File: src/rtl/bcd2bin_trans_pkg.sv
// Shared constants and FSM encoding for the BCD<->binary conversion blocks.
package bcd2bin_trans_pkg;

  localparam int unsigned BCD_DIGITS  = 3;
  localparam int unsigned BCD_BIN_W   = 10;
  localparam int unsigned SHIFT_STEPS = 10;

  typedef enum logic [0:0] {
    ST_IDLE  = 1'b0,
    ST_SHIFT = 1'b1
  } conv_state_t;

  function automatic logic digit_ok(input logic [3:0] digit);
    return digit <= 4'd9;
  endfunction

endpackage

File: src/rtl/bcd2bin_trans_digit_adj.sv
// Per-digit correction for the reverse double-dabble step.
module bcd_digit_adj (
  input  logic [3:0] digit,
  output logic [3:0] adj
);

  always_comb begin
    adj = digit;
    if (digit >= 4'd8) adj = digit - 4'd3;
  end

endmodule

File: src/rtl/bcd2bin_trans.sv
// Sequential BCD-to-binary converter: one shift-and-correct step per clock.
module bcd2bin_trans
  import bcd2bin_trans_pkg::*;
#(
  parameter int unsigned N_DIGITS = bcd2bin_trans_pkg::BCD_DIGITS,
  parameter int unsigned BIN_W    = bcd2bin_trans_pkg::BCD_BIN_W
) (
  input  logic                  sys_clk,
  input  logic                  sys_rst,
  input  logic                  start,
  input  logic [4*N_DIGITS-1:0] bcd_in,
  output logic [BIN_W-1:0]      bin_out,
  output logic                  busy,
  output logic                  done,
  output logic                  err
);

  localparam int unsigned BCD_W  = 4 * N_DIGITS;
  localparam int unsigned WORK_W = BCD_W + BIN_W;
  localparam logic [3:0]  LAST_STEP = 4'(SHIFT_STEPS - 1);

  conv_state_t       state_q;
  logic [3:0]        cnt_q;
  logic [WORK_W-1:0] work_q;
  logic [WORK_W-1:0] shifted;
  logic [WORK_W-1:0] work_d;
  logic              in_ok;

  assign shifted = work_q >> 1;
  assign work_d[BIN_W-1:0] = shifted[BIN_W-1:0];

  // Correction applies only to the BCD field, after the shift.
  for (genvar g = 0; g < N_DIGITS; g++) begin : g_adj
    bcd_digit_adj u_adj (
      .digit (shifted[BIN_W + 4*g +: 4]),
      .adj   (work_d[BIN_W + 4*g +: 4])
    );
  end

  always_comb begin
    in_ok = 1'b1;
    for (int unsigned i = 0; i < N_DIGITS; i++) begin
      if (!digit_ok(bcd_in[4*i +: 4])) in_ok = 1'b0;
    end
  end

  always_ff @(posedge sys_clk or posedge sys_rst) begin
    if (sys_rst) begin
      state_q <= ST_IDLE;
      cnt_q   <= '0;
      work_q  <= '0;
      bin_out <= '0;
      busy    <= 1'b0;
      done    <= 1'b0;
      err     <= 1'b0;
    end else begin
      done <= 1'b0;
      case (state_q)
        ST_IDLE: begin
          if (start) begin
            if (in_ok) begin
              work_q  <= {bcd_in, {BIN_W{1'b0}}};
              cnt_q   <= '0;
              err     <= 1'b0;
              busy    <= 1'b1;
              state_q <= ST_SHIFT;
            end else begin
              // Invalid code completes immediately without entering SHIFT.
              err     <= 1'b1;
              done    <= 1'b1;
              bin_out <= '0;
            end
          end
        end
        ST_SHIFT: begin
          work_q <= work_d;
          if (cnt_q == LAST_STEP) begin
            bin_out <= work_d[BIN_W-1:0];
            done    <= 1'b1;
            busy    <= 1'b0;
            cnt_q   <= '0;
            state_q <= ST_IDLE;
          end else begin
            cnt_q <= cnt_q + 4'd1;
          end
        end
        default: state_q <= ST_IDLE;
      endcase
    end
  end

endmodule

File: config.mk
export PLATFORM = sky130hd
export DESIGN_NAME = bcd2bin_trans
export DESIGN_NICKNAME = d
export VERILOG_FILES = /design/src/rtl/bcd2bin_trans_pkg.sv /design/src/rtl/bcd2bin_trans_digit_adj.sv /design/src/rtl/bcd2bin_trans.sv
export SDC_FILE = /design/constraint.sdc
export NUM_CORES = 1
export LEC_CHECK = 0
export ABC_AREA = 1
export BUFFER_PORTS_ARGS = -buffer_cell sky130_fd_sc_hd__buf_2
export CAP_MARGIN = 0
export CELL_PAD_IN_SITES_DETAIL_PLACEMENT = 1
export CELL_PAD_IN_SITES_GLOBAL_PLACEMENT = 1
export CORE_MARGIN = 3
export CORE_UTILIZATION = 43
export CTS_CLUSTER_SIZE = 28
export DETAILED_ROUTE_END_ITERATION = 8
export GPL_ROUTABILITY_DRIVEN = 1
export PLACE_DENSITY_LB_ADDON = 0.1
export SYNTH_ARGS = -nofsm -noshare
export SYNTH_HDL_FRONTEND = slang
export SYNTH_SLANG_ARGS = --single-unit
File: constraint.sdc
create_clock -name sys_clk -period 1.6 [get_ports sys_clk]
set_input_delay 0 -clock sys_clk [delete_from_list [all_inputs] [get_ports sys_clk]]
set_output_delay 0 -clock sys_clk [all_outputs]
set_load 0.05 [all_outputs]
Word-level counts from Yosys, hierarchy flattened
Index checks and enable logic that the tools add are counted.
Widths: inputs -> output; s select.
- bits in registers: 40
- bits in writable memories: 0
- ROM bits: 0
- bits in latches: 0
- word-level logic and storage cells: 56
- output and inout bits: 13
- bits of input ports: 15
- memories kept: 0
- $mul: 0
- bitwise logic cells: 1
- shift-type cells: 0
- eq/ne operators: 5
- $add $sub $neg: 4
- divide/modulo/power cells: 0
- mux-type cells: 29
- magnitude comparators: 6
- reduce and logical (&&, ||, !) cells: 4
- operator list (operator ; count):
    $mux 22 ; 2
    $pmux 22 s2 ; 1
    $mux 10 ; 3
    $mux 4 ; 6
    $pmux 10 s2 ; 1
    $le 4x4->1 const B ; 3
    $mux 1 ; 12
    $ge 4x4->1 const B ; 2
    $pmux 4 s2 ; 1
    $sub 4x2->4 const B ; 2
    $ne 2x2->1 const B ; 3
    $pmux 1 s2 ; 3
    $reduce_and 3->1 ; 2
    $add 4x1->4 const B ; 1
    $eq 4x4->1 const B ; 1
    $ge 3x4->1 const B ; 1
    $reduce_and 2->1 ; 2
    $sub 3x2->4 const B ; 1
    $ne 2x1->1 const B ; 1
    $not 1->1 ; 1

Longest topological paths before layout
- word-level depth: 7
- depth in mapped cells: 8
- gate-level depth less buffers: 8

By module
From an unflattened synthesis, not the netlist that was laid out.
- cell total of the unflattened synthesis: 284
- area, all modules: 2180.8 µm²
- modules (own cells, without submodules) (module ; seq. area each (µm²) ; cells an instance ; area an instance (µm²) ; instances):
    bcd2bin_trans ; 975.9 ; 236 ; 1914.3 ; 1
    bcd_digit_adj ; 0.0 ; 16 ; 88.8 ; 3

Worst setup path before layout
Ideal clock, no wire load.
- path type: flip-flop to flip-flop
- start point: reg cnt_q[1]
- end point: reg bin_out[1]
- required time: 1.481 ns
- path slack: 0.373 ns
- library setup time: 0.119 ns
- path buffers: 1
- arrival time: 1.108 ns
- clock period less this slack: 1.227 ns
- cell stages (with the launch flop): 9
- path through: dfrtp_1 -> inv_1 -> ha_1 -> nand2_1 -> nor2_2 -> nand2_2 -> buf_6 -> nand3_2 -> nand2_1
- word-level cells in the longest chain between the ends: 3
- ends and longest elaborated chain (what ; line ; RTL):
    start: declaration ; bcd2bin_trans.sv:23 ; logic [3:0] cnt_q;
    start signal: assignment ; bcd2bin_trans.sv:84 ; cnt_q <= cnt_q + 4'd1;
    $eq 4x4->1 ; bcd2bin_trans.sv:77 ; if (cnt_q == LAST_STEP) begin
    $ne 2x1->1 (no line) ; n/a ;
    $reduce_and 3->1 (no line) ; n/a ;
    end signal: assignment ; bcd2bin_trans.sv:78 ; bin_out <= work_d[BIN_W-1:0];
    end: declaration ; bcd2bin_trans.sv:12 ; output logic [BIN_W-1:0] bin_out,
No other way between the ends.
A chain may end at the register's enable or synchronous reset.

Final worst setup path
- start point: reg cnt_q[1]
- end point: reg bin_out[7]
Same word-level chain as after synthesis.

==> results.md <==
* Distinct cell type count after synthesis at 23
* Ys flop type: dfrtp_1
* Fin crit share at 0.901
* Worst-Margin Slew at 504 ps
* CP Class: flop to flop
* Filler Cell Count at between 600 and 700
* Cell Area, Synth at 2180 sq um
* Post-Syn Area per Cell at ~8.6 sq um
* Max-cap violations at 0
* Top cells by area, synth: dfrtp_1 (45%), nand2_1 (14%), nand3_1 (11%)
* Final min period at 1440 ps
* H-tree Lvls at 2
* Routability cong. at 0.736
* Starting DRT DRC Count at between 100 and 150
* Yosys top cell area share at 0.447
* Global-route wire length before repair at 8.96 mm
* CP Launch Type: flop
* ANT cells at 0
* Final setup fails at 0
* Dpl hpwl at 3.48 mm
* Min Hold Slack at 40.9 ps
* Die area at 5970 sq um
* Crit Path Max Fanout at 12
* WP data arrival at 1630 ps
* Worst endpoint required time at 1790 ps
* Yosys top cell by area: dfrtp_1
* Warnings from Yosys at 0
* Setup_tns at 0 ps
* Count of final hold-check violations at 0
* Clock skew at 7.85 ps
* Synth top cells by count: nand2_1 (80), nand3_1 (49), dfrtp_1 (39), inv_1 (18), nand3_2 (15)
* Number of synthesized register bits at 39
* Final ANT Viol Nets at 0
* Status: completed
* Vias/cell at 5.08
* Clock slew seen by the registers of the worst setup and hold paths at 80 ps
* Post-CTS Resized at 0
* I/O Buffers at 27
* Nature of the critical path endpoint: flop
* Post-place setup slack at 127 ps
* Share of post-route cells with drive strength above 1 at 0.235
* Design area at about 2400 sq um
* CTS Root Cell: clkbuf_8
* Largest net degree at the start of global routing at 40
* Relative slew slack at 0.664
* Post-CTS setup buffer count at 0
* Routed via count at 1769
* CTS tree: yes
* Vias in the first global route at 1817
* Core ar. at approximately 4800 sq um
* Skew-Pair Late Insertion Delay at 290 ps
* HP Class: input port to flop
* LEAKAGE at 1.30 nW
* Synthesized netlist cell count at ~260
* Chip height at around 77 um
* Peak VDD IR at 1.02 mV
* RSZ-0062 raised after global routing: no
* Grt ovf at 0
* I/O Pins at 28
* First-pass iteration count of the detailed router at 4
* Most common cell in the netlist: nand2_1
* Number of synthesized flops with an enable pin at 0
* WL/cell at 14.6 um
* Num CTS Buffers at 5
* Final Net Count at between 300 and 400
* Chip width at 77.3 um
* PnR worst setup slack at 158 ps
* Fraction of registers with async set/reset at 1.00
* Slew Viols, Final at 0
* Row Count at 25
* Achievable Freq at 693 MHz
* Gr usage total at 0.189
* Area Overhead vs Synth at 10.8%
* # DRC at 0
* Final wirelength at between 5 and 6 mm
* Cell Pwr Density at 1820 nW/um^2
* Post-DP Area at 2320 sq um
* Antenna violations before repair at 0
* Post-synthesis sequential area ratio at 0.447
* Max Buffers Root-to-Sink at 2
* Syn_nets at 276
* CTS sink count at 39
* Initial core utilization at 0.453
==> flip-flops by register name (all words and copies together) (netlist names) <==
register and count:
cnt_q 4, done 1, err 1, bin_out 10
busy 1, state_q 1, work_q 21
==> critical path, cell delays in order, from the launching register on <==
cell and delay, ps:
dfrtp_1 430, inv_1 70, ha_1 150, nand2_1 70, nor2_2 170, nand2_2 240
nand3_1 150, nand2_1 50
==> per-layer routing <==
metal  vias up  wire [um]  GRT usage
li1        876          -          -
met1       870       2450      0.252
met2        18       2460      0.310
met3         5        123     0.0387
met4         0         62     0.0534
met5         -          0          0
==> cell type report <==
| type | count | area (sq um) | share of cell area |
|---|---|---|---|
| inverters | 19 | 73.8 | 0.0305 |
| multi-input cells | 181 | 987 | 0.408 |
| well taps | 67 | 83.8 | 0.0347 |
| clock inverters | 1 | 5.00 | 0.00207 |
| clock buffers | 6 | 82.6 | 0.0341 |
| repair buffers | 35 | 210 | 0.0869 |
| flip-flops and latches | 39 | 976 | 0.404 |
==> kinds of logic (layout without fill, tap and decap cells) <==
logic type               after synthesis  in the layout  share of synthesized area
adder cells (fa/ha/maj)                6              6                     0.0344
buffers and inverters                 35             61                      0.101
flip-flops                            39             39                      0.447
AO/OA/AOI/OAI                         16             16                     0.0539
XOR/XNOR                               1              1                    0.00401
AND/OR/NAND/NOR                      158            158                      0.360
==> worst paths after layout <==
path	from	endpoint	slack, ps	cells past startpoint
worst max-delay path	cnt_q[1]$_DFFE_PP0P_	bin_out[7]$_DFFE_PP0P_	160	7
worst min-delay path	bcd_in[0]	work_q[10]$_DFFE_PP0P_	40	5
worst max register to register	cnt_q[1]$_DFFE_PP0P_	bin_out[7]$_DFFE_PP0P_	160	7
worst min register to register	busy$_DFFE_PP0P_	busy$_DFFE_PP0P_	490	2
max in group asynchronous	sys_rst	work_q[16]$_DFFE_PP0P_	860	4
min in group asynchronous	sys_rst	bin_out[1]$_DFFE_PP0P_	380	4
==> what timing repair did <==
action | in CTS | in global routing
hold buffers | 1 | 0
setup endpoints to repair | 0 | 0
endpoints found under the hold margin | 39 | 0
==> per-stage QoR <==
step / std cells / power [mW] / util
after floorplan: 255 / 3.30 / -
after global placement: 340 / 3.68 / 0.482
after detailed placement: 340 / 3.76 / 0.482
after CTS: 348 / 4.46 / 0.502
after global routing: 348 / 4.78 / 0.502
final: 348 / 4.41 / 0.502
==> placed cells by master, fill, tap and decap left out <==
cell,n
nand2_1,80
nand3_1,49
dfrtp_1,39
buf_2,27
inv_1,18
nand3_2,15
o21ai_0,8
ha_1,6
clkbuf_8,6
buf_4,6
nor2_1,5
o21ai_4,3
nand2_2,3
a21oi_1,3
or2_0,2
nand4_1,2
nand4_4,1
inv_4,1
nor2_2,1
xor2_1,1
a21oi_2,1
o21ai_1,1
clkinv_2,1
dlygate4sd3_1,1
buf_12,1
==> power breakdown <==
part	internal [mW]	switching [mW]	total, mW
logic	0.663	1.32	1.98
clock network	0.338	0.344	0.682
registers	1.36	0.382	1.74
No activity file was read; power rests on OpenSTA's default activity.
